==> config.mk <==
export PLATFORM = sky130hd
export DESIGN_NAME = apb_cmd_master
export DESIGN_NICKNAME = d
export VERILOG_FILES = /design/src/rtl/apb_cmd_master.sv
export SDC_FILE = /design/constraint.sdc
export NUM_CORES = 1
export LEC_CHECK = 0
export CORE_MARGIN = 10
export CORE_UTILIZATION = 43
export CTS_CLUSTER_SIZE = 10
export DETAILED_ROUTE_END_ITERATION = 10
export PLACE_DENSITY = 0.84
export SLEW_MARGIN = 20
export SYNTH_ARGS = -nofsm -noshare
export SYNTH_HDL_FRONTEND = slang
export SYNTH_SLANG_ARGS = --single-unit
==> constraint.sdc <==
create_clock -name PCLK -period 6.7 [get_ports PCLK]
set_input_delay 0.67 -clock PCLK [delete_from_list [all_inputs] [get_ports PCLK]]
set_output_delay 0.67 -clock PCLK [all_outputs]
set_load 0.005 [all_outputs]
==> src/rtl/apb_cmd_master.sv <==
// apb_cmd_master: executes valid/ready commands as APB3 transfers with wait-state timeout
module apb_cmd_master #(
  parameter int ADDR_WIDTH = 32,
  parameter int DATA_WIDTH = 32,
  parameter int TIMEOUT_CYCLES = 256
) (
  input  logic                  PCLK,
  input  logic                  PRESET,
  input  logic                  cmd_valid,
  output logic                  cmd_ready,
  input  logic                  cmd_write,
  input  logic [ADDR_WIDTH-1:0] cmd_addr,
  input  logic [DATA_WIDTH-1:0] cmd_wdata,
  output logic                  rsp_valid,
  input  logic                  rsp_ready,
  output logic [DATA_WIDTH-1:0] rsp_rdata,
  output logic                  rsp_err,
  output logic                  rsp_timeout,
  output logic                  PSEL,
  output logic                  PENABLE,
  output logic                  PWRITE,
  output logic [ADDR_WIDTH-1:0] PADDR,
  output logic [DATA_WIDTH-1:0] PWDATA,
  input  logic [DATA_WIDTH-1:0] PRDATA,
  input  logic                  PREADY,
  input  logic                  PSLVERR
);
  localparam int CW = (TIMEOUT_CYCLES > 0) ? $clog2(TIMEOUT_CYCLES + 1) : 1;
  typedef enum logic [1:0] {IDLE, SETUP, ACCESS, RESP} state_t;
  state_t                state_q, state_d;
  logic [CW-1:0]         cnt_q, cnt_d;
  logic                  pwrite_q, pwrite_d;
  logic [ADDR_WIDTH-1:0] paddr_q, paddr_d;
  logic [DATA_WIDTH-1:0] pwdata_q, pwdata_d;
  logic [DATA_WIDTH-1:0] rdata_q, rdata_d;
  logic                  err_q, err_d;
  logic                  tmo_q, tmo_d;
  logic                  psel_q, penable_q, rsp_valid_q;
  logic                  limit_hit;
  // the wait that would make this ACCESS cycle the TIMEOUT_CYCLES-th without PREADY
  assign limit_hit   = (TIMEOUT_CYCLES != 0) && (int'(cnt_q) + 1 == TIMEOUT_CYCLES);
  assign cmd_ready   = (state_q == IDLE);
  assign PSEL        = psel_q;
  assign PENABLE     = penable_q;
  assign rsp_valid   = rsp_valid_q;
  assign PWRITE      = pwrite_q;
  assign PADDR       = paddr_q;
  assign PWDATA      = pwdata_q;
  assign rsp_rdata   = rdata_q;
  assign rsp_err     = err_q;
  assign rsp_timeout = tmo_q;
  // next state, command capture, completion/timeout capture
  always_comb begin
    state_d  = state_q;
    cnt_d    = cnt_q;
    pwrite_d = pwrite_q;
    paddr_d  = paddr_q;
    pwdata_d = pwdata_q;
    rdata_d  = rdata_q;
    err_d    = err_q;
    tmo_d    = tmo_q;
    case (state_q)
      IDLE: if (cmd_valid) begin
        pwrite_d = cmd_write;
        paddr_d  = cmd_addr;
        pwdata_d = cmd_wdata;
        state_d  = SETUP;
      end
      SETUP: begin
        cnt_d   = '0;
        state_d = ACCESS;
      end
      ACCESS: if (PREADY) begin
        err_d   = PSLVERR;
        rdata_d = pwrite_q ? '0 : PRDATA;
        tmo_d   = 1'b0;
        state_d = RESP;
      end else if (limit_hit) begin
        err_d   = 1'b1;
        rdata_d = '0;
        tmo_d   = 1'b1;
        state_d = RESP;
      end else begin
        cnt_d = (&cnt_q) ? cnt_q : cnt_q + 1'b1;
      end
      default: state_d = rsp_ready ? IDLE : RESP;
    endcase
  end
  // state and registered outputs; APB strobes decode the upcoming state
  always_ff @(posedge PCLK) begin
    if (PRESET) begin
      state_q     <= IDLE;
      cnt_q       <= '0;
      pwrite_q    <= 1'b0;
      paddr_q     <= '0;
      pwdata_q    <= '0;
      rdata_q     <= '0;
      err_q       <= 1'b0;
      tmo_q       <= 1'b0;
      psel_q      <= 1'b0;
      penable_q   <= 1'b0;
      rsp_valid_q <= 1'b0;
    end else begin
      state_q     <= state_d;
      cnt_q       <= cnt_d;
      pwrite_q    <= pwrite_d;
      paddr_q     <= paddr_d;
      pwdata_q    <= pwdata_d;
      rdata_q     <= rdata_d;
      err_q       <= err_d;
      tmo_q       <= tmo_d;
      psel_q      <= (state_d == SETUP) || (state_d == ACCESS);
      penable_q   <= (state_d == ACCESS);
      rsp_valid_q <= (state_d == RESP);
    end
  end
endmodule

==> impl_results.md <==
* Status: finished, final reports clean
* Largest family of logic cells by synthesized area: compound AO/OA/AOI/OAI gates
* Largest net degree at the start of global routing at slightly above 80
* Cts bufs inserted at 17
* Post-Syn Nets at 584
* Post-CTS Setup Repair Bufs at 0
* Initial DRT Pass Iterations at 4
* Kind of end point of the critical path: flip-flop
* Post-synth EDFFs at 0
* Fill cells at around 670
* Core ar. at roughly 9600 um2
* Die Y at roughly 120 um
* TritonCTS Sinks at roughly 110
* Crit Path Class: flip-flop to flip-flop
* Post-route cell area at ~6900 um2
* Wire per inst at 18.25 um
* Antenna diode count at 0
* Pins Over Slew Limit at 0
* Adder-cell share of the synthesized area at around 2.4%
* Slew margin rel. at 40.81%
* Seq cells post-synth at about 110
* Ys flop type: dfxtp_1
* Post-DP Area at 6316 um2
* Die Wd at roughly 120 um
* Yosys cell types at 43
* Post-route insts no fill at 815
* Total gr overflow at 0
* PostCTS Resize Cnt at 0
* First DRT Iteration DRCs at about 360
* Mux share of post-synthesis cell area at less than 1%
* First-pass GRT wire length at ~23 mm
* RSZ-0062 raised after global routing: false
* Simple-gate share of the synthesized area at about a fifth
* Starting Density at between 40% and 50%
* CP Max Fanout at 9
* Sw frac at between 20 and 30%
* Hold Violations, Final at 0
* Vias in the first global route at 4282
* Post-Syn Instances at around 470
* Worst-Skew Late Latency at between 0.5 and 0.6 ns
* Total Routing Usage GR at about a fifth
* Synth area leader: dfxtp_1
* Gpl congestion at approximately 0.92
* Synthesis Warnings at 0
* # port buffers at between 200 and 250
* Max incr delay on CP at roughly 0.47 ns
* Critical Path, Cell by Cell: and4_4 > nand2_1 > nor2_1 > ha_1 > nand2_1 > nor3_1 > and4_4 > nand3_1 > a22o_1 > ha_1 > nor2b_1
* Asr flop ratio synth at 0%
* Clock power frac at between 30% and 40%
* Clock tree from TritonCTS: built
* Register share of total power at 35.3%
* Final nets at between 700 and 800
* Top Family by Delay on Critical Path: simple AND/OR/NAND/NOR gates
* HPWL after detailed placement at between 10 and 15 mm
* Share of cells above drive strength 1 at under 10%
* Detail Route Antenna Nets at 0
* Net Sw Power at 0.0006633 W
* Max-Cap Viols at 0
* Slowest CP cell: dfxtp_1
* Area of the mapped netlist at 4214 um2
* Pwr Density at about 350 nW/um2
* CTS Buffer Depth at 2
* Hold WC Path Type: flip-flop to flip-flop
* I/O pins at approximately 200
* Compound-gate portion of the synthesized area at approximately a fifth
* Clock Skews at ~0.010 ns
* Final hold slack at 0.4468 ns
* Max IR drop VDD at 0.2095 mV
* Seq/Total Area, Yosys at a little over half
* Req. time, crit path at between 7 and 8 ns
* Logic gate share of total power at roughly a quarter
* Commonest non-fill, non-tap cell in the layout: clkdlybuf4s50_1
* Setup_tns at 0 ns
* Worst-Margin Slew at 0.8879 ns
* CTS Hold Bufs at 0
* CTS root buf: clkbuf_8
* Synth top area cells: dfxtp_1 54%, nand2_1 13%, a21oi_1 8.2%
* H-tree depth at 4
* Routed vias/inst at 5.182
* Clk slew on worst S/H paths at about 0.06 ns
* DRC Markers at 0
* XOR/XNOR Fraction of Synth Area at about 1.1%
* Average cell area after synthesis at a little under 9 um2
* Placement Rows at 36
* Vias at around 4200
* Final WL at 14.88 mm
* P_leak at about 2.6 nW
* Most frequent cells in the layout: 204 x clkdlybuf4s50_1, 143 x nand2_1, 113 x dfxtp_1, 69 x a21oi_1, 33 x a22o_1
* Area share of the largest cell type after synthesis at between 50% and 60%
* P_int at ~0.0017 W
* Element type at the critical path start: flip-flop
* Syn-to-layout area delta at 64.31%
* Crit path arrival time at approximately 3.0 ns
* Minimum clock period at ~2.6 ns
* Die ar. at approximately 14000 um2
* Fin crit share at 39.48%
* Worst path bufs/invs at 0
* Max Clock Freq at 0.3780 GHz
* Final setup viols at 0
* Initial antenna violation count at 0
* Cells after DPL at approximately 800
[power groups by stage]
stage	Clock, W	Sequential (W)	Combinational (W)
2_1_floorplan	0	0.000866	0.000261
3_3_place_gp	0	0.000856	0.000617
3_5_place_dp	0	0.000860	0.000634
4_1_cts	0.000935	0.000850	0.000645
5_1_grt	0.000968	0.000864	0.000696
6_report	0.000923	0.000849	0.000636
[kinds of logic (layout without fill, tap and decap cells)]
logic type | Yosys count | in the layout
AND/OR/NAND/NOR | 190 | 190
AO/OA/AOI/OAI | 122 | 122
flip-flops | 113 | 113
buffers and inverters | 36 | 245
adder cells (fa/ha/maj) | 8 | 8
XOR/XNOR | 3 | 3
multiplexers | 1 | 1
[cell usage after synthesis, types with 2 or more instances]
master    number
nand2_1      144
dfxtp_1      113
a21oi_1       69
a22o_1        33
clkbuf_1      20
nor2_1         9
ha_1           8
nand3_1        7
nor2b_1        7
buf_1          6
inv_1          5
and3_1         4
buf_6          4
nand4_1        4
nor3_1         4
o21ai_0        4
a31oi_1        2
and2_1         2
and4_4         2
nand2b_1       2
o311ai_0       2
[cell type report]
class | instances | area, um2 | share of cell area, %
flip-flops and latches | 113 | 2262 | 32.67
repair buffers | 209 | 2077 | 30.00
multi-input cells | 324 | 1792 | 25.88
clock buffers | 21 | 449.2 | 6.487
well taps | 133 | 166.4 | 2.403
clock inverters | 10 | 158.9 | 2.295
inverters | 5 | 18.77 | 0.2711
[worst register-to-register path: stages (launching register included)]
cell	delay, ns
dfxtp_1	0.47
and4_4	0.30
nand2_1	0.06
nor2_1	0.11
ha_1	0.12
nand2_1	0.06
nor3_1	0.18
and4_4	0.32
nand3_1	0.27
a22o_1	0.28
ha_1	0.19
nor2b_1	0.13
[registers in the layout, indices dropped and copies added (netlist names)]
signal / cells
PADDR: 32
PENABLE: 1
PSEL: 1
PWDATA: 32
PWRITE: 1
cnt_q: 9
rsp_err: 1
rsp_rdata: 32
rsp_timeout: 1
rsp_valid: 1
state_q: 2
[per-layer routing]
metal	global-route usage [%]	share of wire (%)	vias up
met3	9.164	10	25
li1	-	-	2014
met1	22.82	41	1970
met2	32.88	47	214
met5	0	0	-
met4	7.786	2.5	0
[final timing paths]
check	start	end	slack (ns)	cells past startpoint
hold reg to reg	rsp_timeout$_SDFFE_PP0P_	rsp_timeout$_SDFFE_PP0P_	0.45	2
setup / recovery	cnt_q[3]$_SDFFE_PP0P_	PENABLE$_SDFF_PP0_	4.05	11
hold / removal	rsp_timeout$_SDFFE_PP0P_	rsp_timeout$_SDFFE_PP0P_	0.45	2
setup reg to reg	cnt_q[3]$_SDFFE_PP0P_	PENABLE$_SDFF_PP0_	4.05	11
[per-stage QoR]
stage | setup slack, ns | util [%] | power, W
after floorplan | 4.381 | - | 0.001127
after global placement | 4.117 | 65.52 | 0.001473
after detailed placement | 4.039 | 65.52 | 0.001494
after CTS | 4.058 | 71.83 | 0.002430
after global routing | 3.863 | 71.83 | 0.002528
final | 4.055 | 71.83 | 0.002408
Note: power is estimated with default switching activity, not from simulation.
